[config.mk]
export PLATFORM = sky130hd
export DESIGN_NAME = sys_cmd_master
export DESIGN_NICKNAME = d
export VERILOG_FILES = /design/src/rtl/sys_cmd_master.sv
export SDC_FILE = /design/constraint.sdc
export NUM_CORES = 1
export LEC_CHECK = 0
export ABC_CLOCK_PERIOD_IN_PS = 2000
export CORE_UTILIZATION = 47
export CTS_BUF_LIST = sky130_fd_sc_hd__clkbuf_8
export DETAILED_ROUTE_END_ITERATION = 10
export PLACE_DENSITY_LB_ADDON = 0.3
export REMOVE_ABC_BUFFERS = 1
export SLEW_MARGIN = 20
export SYNTH_ARGS = -nofsm -noshare
export SYNTH_HDL_FRONTEND = slang
export SYNTH_SLANG_ARGS = --single-unit
[constraint.sdc]
create_clock -name CLK -period 2 [get_ports CLK]
set_input_delay 0.6 -clock CLK [delete_from_list [all_inputs] [get_ports CLK]]
set_output_delay 0.6 -clock CLK [all_outputs]
set_load 0.02 [all_outputs]
[src/rtl/sys_cmd_master.sv]
// Host-side command initiator: serialises one command into a UART byte frame, then collects
// the 0/1/2-byte response and reports it as a word with valid/error pulses.
module sys_cmd_master #(
    parameter int unsigned DATA_WIDTH    = 8,
    parameter int unsigned ADDR          = 4,
    parameter int unsigned ALU_OUT_WIDTH = 16,
    parameter int unsigned TIMEOUT_CYC   = 1024
) (
    input  logic                     CLK,
    input  logic                     RST,
    input  logic                     Cmd_Valid,
    input  logic [1:0]               Cmd_Type,
    input  logic [ADDR-1:0]          Cmd_Addr,
    input  logic [DATA_WIDTH-1:0]    Cmd_OpA,
    input  logic [DATA_WIDTH-1:0]    Cmd_OpB,
    input  logic [3:0]               Cmd_Fun,
    output logic                     Cmd_Ready,
    input  logic                     TX_Busy,
    output logic [DATA_WIDTH-1:0]    TX_P_DATA,
    output logic                     TX_D_VLD,
    input  logic [DATA_WIDTH-1:0]    RX_P_Data,
    input  logic                     RX_D_VLD,
    output logic [ALU_OUT_WIDTH-1:0] Resp_Data,
    output logic                     Resp_Valid,
    output logic                     Resp_Err
);

    localparam int unsigned CntW = (TIMEOUT_CYC > 2) ? $clog2(TIMEOUT_CYC) : 1;
    localparam logic [CntW-1:0] CntMax = CntW'(TIMEOUT_CYC - 1);
    localparam int unsigned HiW = ALU_OUT_WIDTH - DATA_WIDTH;

    localparam logic [1:0] TypeWr     = 2'd0;
    localparam logic [1:0] TypeRd     = 2'd1;
    localparam logic [1:0] TypeAluOp  = 2'd2;
    localparam logic [1:0] TypeAluNop = 2'd3;

    typedef enum logic [1:0] {StIdle, StSend, StWait, StDone} state_e;

    state_e                   r_state;
    logic [1:0]               r_type;
    logic [ADDR-1:0]          r_addr;
    logic [DATA_WIDTH-1:0]    r_opa;
    logic [DATA_WIDTH-1:0]    r_opb;
    logic [3:0]               r_fun;
    logic [1:0]               r_idx;
    logic                     r_rx_idx;
    logic [CntW-1:0]          r_cnt;
    logic [ALU_OUT_WIDTH-1:0] r_resp_data;
    logic                     r_resp_valid;
    logic                     r_resp_err;

    logic [DATA_WIDTH-1:0]    w_frame_byte;
    logic [1:0]               w_last_idx;
    logic                     w_last_rx;
    logic                     w_tx_fire;

    // Frame byte selected by the latched command type and the byte index
    always_comb begin
        w_frame_byte = '0;
        w_last_idx   = 2'd1;
        w_last_rx    = 1'b1;
        unique case (r_type)
            TypeWr: begin
                w_last_idx = 2'd2;
                unique case (r_idx)
                    2'd0:    w_frame_byte = DATA_WIDTH'(8'hAA);
                    2'd1:    w_frame_byte = DATA_WIDTH'(r_addr);
                    default: w_frame_byte = r_opa;
                endcase
            end
            TypeRd: begin
                w_last_rx    = 1'b0;
                w_frame_byte = (r_idx == 2'd0) ? DATA_WIDTH'(8'hBB) : DATA_WIDTH'(r_addr);
            end
            TypeAluOp: begin
                w_last_idx = 2'd3;
                unique case (r_idx)
                    2'd0:    w_frame_byte = DATA_WIDTH'(8'hCC);
                    2'd1:    w_frame_byte = r_opa;
                    2'd2:    w_frame_byte = r_opb;
                    default: w_frame_byte = DATA_WIDTH'(r_fun);
                endcase
            end
            TypeAluNop: begin
                w_frame_byte = (r_idx == 2'd0) ? DATA_WIDTH'(8'hDD) : DATA_WIDTH'(r_fun);
            end
            default: w_frame_byte = '0;
        endcase
    end

    assign w_tx_fire  = (r_state == StSend) && !TX_Busy;
    assign Cmd_Ready  = (r_state == StIdle);
    assign TX_D_VLD   = w_tx_fire;
    assign TX_P_DATA  = w_tx_fire ? w_frame_byte : '0;
    assign Resp_Data  = r_resp_data;
    assign Resp_Valid = r_resp_valid;
    assign Resp_Err   = r_resp_err;

    always_ff @(posedge CLK or negedge RST) begin
        if (!RST) begin
            r_state      <= StIdle;
            r_type       <= '0;
            r_addr       <= '0;
            r_opa        <= '0;
            r_opb        <= '0;
            r_fun        <= '0;
            r_idx        <= '0;
            r_rx_idx     <= 1'b0;
            r_cnt        <= '0;
            r_resp_data  <= '0;
            r_resp_valid <= 1'b0;
            r_resp_err   <= 1'b0;
        end else begin
            r_resp_valid <= 1'b0;
            r_resp_err   <= 1'b0;
            unique case (r_state)
                StIdle: begin
                    if (Cmd_Valid) begin
                        r_type  <= Cmd_Type;
                        r_addr  <= Cmd_Addr;
                        r_opa   <= Cmd_OpA;
                        r_opb   <= Cmd_OpB;
                        r_fun   <= Cmd_Fun;
                        r_idx   <= '0;
                        r_state <= StSend;
                    end
                end
                StSend: begin
                    if (w_tx_fire) begin
                        if (r_idx == w_last_idx) begin
                            r_idx <= '0;
                            if (r_type == TypeWr) begin
                                r_state <= StIdle;
                            end else begin
                                r_state  <= StWait;
                                r_cnt    <= '0;
                                r_rx_idx <= 1'b0;
                            end
                        end else begin
                            r_idx <= r_idx + 2'd1;
                        end
                    end
                end
                StWait: begin
                    // A byte arriving on the limit cycle takes priority over the timeout
                    if (RX_D_VLD) begin
                        r_cnt <= '0;
                        if (!r_rx_idx) begin
                            r_resp_data <= ALU_OUT_WIDTH'(RX_P_Data);
                        end else begin
                            r_resp_data[ALU_OUT_WIDTH-1:DATA_WIDTH] <= HiW'(RX_P_Data);
                        end
                        if (r_rx_idx == w_last_rx) begin
                            r_resp_valid <= 1'b1;
                            r_state      <= StDone;
                        end else begin
                            r_rx_idx <= 1'b1;
                        end
                    end else if (r_cnt == CntMax) begin
                        r_resp_err <= 1'b1;
                        r_state    <= StIdle;
                    end else begin
                        r_cnt <= r_cnt + CntW'(1);
                    end
                end
                StDone: r_state <= StIdle;
                default: r_state <= StIdle;
            endcase
        end
    end

endmodule

==> out/summary.txt <==
Synth Area in XOR/XNOR: 0.289%
# clock sinks: 59
Crit path DAT: 1.99 ns
Ys flop type: dfrtp_1
Placed Cells: 452
RSZ-0062 raised after global routing: true
Synth Area in Compound Gates: 17.2%
Final hold violation count: 0
Flops & latches, synth: 59
Hold WC Path Type: input pin to asynchronous set/reset pin
CTS max path bufs: 2
Post-Syn Instances: 282
Iteration count of the initial detailed-routing pass: 4
Max Cap Viol: 0
Synthesized-area fraction occupied by and/or/nand/nor cells: 14.4%
Cell Count, Final, Fillers Out: 480
Min Tclk post-route: 2.59 ns
Asr flop ratio synth: 100%
Fin crit share: 130%
Yosys warnings: 0
WL/cell: 16.1 microns
Status: finished with violations
H-tree Lvls: 3
Final Cell Area: 4520 sq um
Post-DR vias/cell: 5.44
HPWL after detailed placement: 5190 microns
Mapped cell area: 3030 sq um
Routed Antenna Nets: 0
WHS: 0.254 ns
Overall power: 6980 uW
CTS tree: done
Chip height: 82.2 microns
Critical Path End Type: output pin
Chip width: 82.2 microns
DR WL met3: 367 microns
First-pass GRT wire length: 12000 microns
Share of layout cells above drive strength 1: 39.5%
Rel. slew slack: 62.7%
I/O Buffers: 66
# diodes: 0
Setup crit start kind: flip-flop
Setup violators final: 8
CTS buffer count: 9
IO Count: 67
Post-synthesis mux area share: 12.9%
Main combinational cell family by area after synthesis: compound AO/OA/AOI/OAI gates
Largest net degree at the start of global routing: 38
Vias in the first global route: 2549
Failing checks: negative setup slack
Die area: 6760 sq um
Post-synthesis sequential area ratio: 48.8%
Fmax: 385 MHz
Post-Route Skew: 0.00682 ns
Crit path kind: flip-flop to output pin
CTS Hold Bufs: 0
Synthesized area per cell: 10.7 sq um
Total GRT Usage: 24.2%
Synthesis-to-finish area growth: 49.3%
Number of antenna violations at the first check in global routing: 0
EDFF count, synth: 0
Final estimated routing congestion in global placement: 0.882
Post-synthesis cell type count: 56
Clk root buf: clkbuf_8
Drt total wl: 7740 microns
Layout Nets: 444
Worst-margin pin slew: 0.560 ns
VDD IR-drop max: 0.000942 V
Clock transition at the registers of the reported paths: 0.06 ns
Worst Path Required: 1.40 ns
Top Layer Used: met4
Overflow after GRT: 0
Post-synthesis adder-cell area fraction: 2.07%
Pwr per Cell Area: 1550 nW/um^2
Clk Latency, worst-skew pair: 0.33 ns
Std cell rows: 28
Drt drc: 0
Routed via count: 2611
Final Slew Violations: 0
Synth area leaders: dfrtp_1, mux2_2, nand2_1
Final worst slack: -0.594 ns
LEAKAGE: 0.00196 uW
DR iter-0 viols: 153
Core Area: 6060 sq um
Met1 wire length: 3170 microns
Met2 wire len: 4080 microns
Leading area contributor after synthesis: dfrtp_1
Post-DP Area: 4080 sq um
Initial core utilization: 49.9%
CP max FO: 10
Top-area cell type share of the netlist area: 48.8%
==> cells in the mapped netlist, types with 2 or more instances <==
library cell,instances
o211ai_2,2
o21ai_2,3
or4b_1,2
mux2_2,33
nand2_1,30
a31oi_1,2
dfrtp_1,59
clkbuf_1,10
mux2i_1,2
a22oi_1,5
a21oi_1,11
o21a_1,4
a221oi_1,3
nor3_1,2
o21ai_0,21
nand3_1,5
inv_1,13
o211ai_1,2
a41oi_1,2
a21oi_2,3
nand4b_1,2
or3_1,3
ha_1,5
buf_2,3
nand2b_1,4
nor3b_1,3
or2_2,3
nor2b_1,4
buf_6,2
nor2_1,8
and3_1,4
a211oi_1,3
==> final timing paths <==
kind | depth (start not counted) | to | start | slack (ns)
min in group CLK | 2 | Resp_Data[14]$_DFFE_PN0P_ | Resp_Data[14]$_DFFE_PN0P_ | 0.49
hold / removal | 1 | r_opa[5]$_DFFE_PN0P_ | RST | 0.25
hold reg to reg | 2 | Resp_Data[14]$_DFFE_PN0P_ | Resp_Data[14]$_DFFE_PN0P_ | 0.49
setup / recovery | 7 | TX_P_DATA[2] | r_idx[0]$_DFFE_PN0P_ | -0.59
max in group asynchronous | 2 | Resp_Data[2]$_DFFE_PN0P_ | RST | 1.16
setup reg to reg | 6 | r_state[0]$_DFFE_PN0P_ | r_idx[0]$_DFFE_PN0P_ | 0.11
==> area by class of cell <==
| cell class | instances | area [sq um] |
|---|---|---|
| clock inverter | 5 | 27.5 |
| clock buffer | 11 | 151 |
| fill | 405 | 1540 |
| tap | 75 | 93.8 |
| sequential | 59 | 1480 |
| timing repair buffer | 123 | 1130 |
| inverter | 14 | 55.1 |
| multi-input combinational | 193 | 1580 |
==> routing by layer <==
metal / vias up / global-route usage, %
met5: - / 0
met2: 63 / 42.1
met1: 1275 / 28.4
li1: 1260 / -
met3: 13 / 7.47
met4: 0 / 7.54
==> per-stage QoR <==
stage          TNS [ns]  util, %  setup slack [ns]
3_5_place_dp     -16.30     67.3            -0.932
4_1_cts           -4.00     72.5            -0.576
5_1_grt           -4.81     74.5            -0.699
6_report          -4.13     74.5            -0.594
2_1_floorplan    -37.41        -             -1.27
3_3_place_gp     -15.74     67.3            -0.872
==> what timing repair did <==
item	4_1_cts	5_1_grt
setup endpoints to repair	21	9
buffers inserted	6	6
cloned	0	0
gates resized for setup	82	20
pin swaps	7	15
==> critical path, cell delays in order (launching register included) <==
cell and delay (ns):
dfrtp_1 0.43, buf_4 0.17, ha_4 0.20, buf_4 0.15
a22oi_2 0.16, o2bb2ai_1 0.11, a211oi_1 0.24, buf_2 0.20
==> cells in the final DEF (no fill, tap or decap), types with 4 or more instances in the layout <==
master / n
a21oi_1: 8
mux2_2: 32
clkbuf_8: 11
buf_4: 50
nor2_1: 5
o21a_1: 4
a22oi_1: 4
inv_1: 9
a21oi_2: 6
o21ai_2: 4
ha_4: 4
nand2_1: 29
buf_6: 11
nor2b_1: 4
clkinv_2: 4
dfrtp_1: 59
o21ai_0: 17
and3_1: 4
clkdlybuf4s50_1: 54
nand3_1: 5
==> state kept, by name, indices dropped and copies added, names as in the netlist <==
name / count
Resp_Data: 16
r_cnt: 10
r_opa: 8
r_opb: 8
r_addr: 4
r_fun: 4
r_idx: 2
r_state: 2
r_type: 2
Resp_Err: 1
Resp_Valid: 1
r_rx_idx: 1
==> logic make-up (layout without fill, tap and decap cells) <==
| kind of cell | Yosys count | after routing |
|---|---|---|
| xor gates and xnor gates | 1 | 1 |
| DFF | 59 | 59 |
| adders and majority gates | 5 | 5 |
| AOI/OAI and AO/OA | 73 | 73 |
| muxes | 35 | 35 |
| buffers and inverters | 30 | 153 |
| and+or+nand+nor | 79 | 79 |
==> report_power, final <==
| part | leakage [uW] | switching, uW | internal, uW | total [uW] |
|---|---|---|---|---|
| registers | 0.000748 | 380 | 1670 | 2050 |
| logic | 0.00112 | 1870 | 2100 | 3960 |
| clock network | 0.0000949 | 459 | 507 | 966 |
| total | 0.00196 | 2700 | 4280 | 6980 |
(Power assumes the default switching activity.)
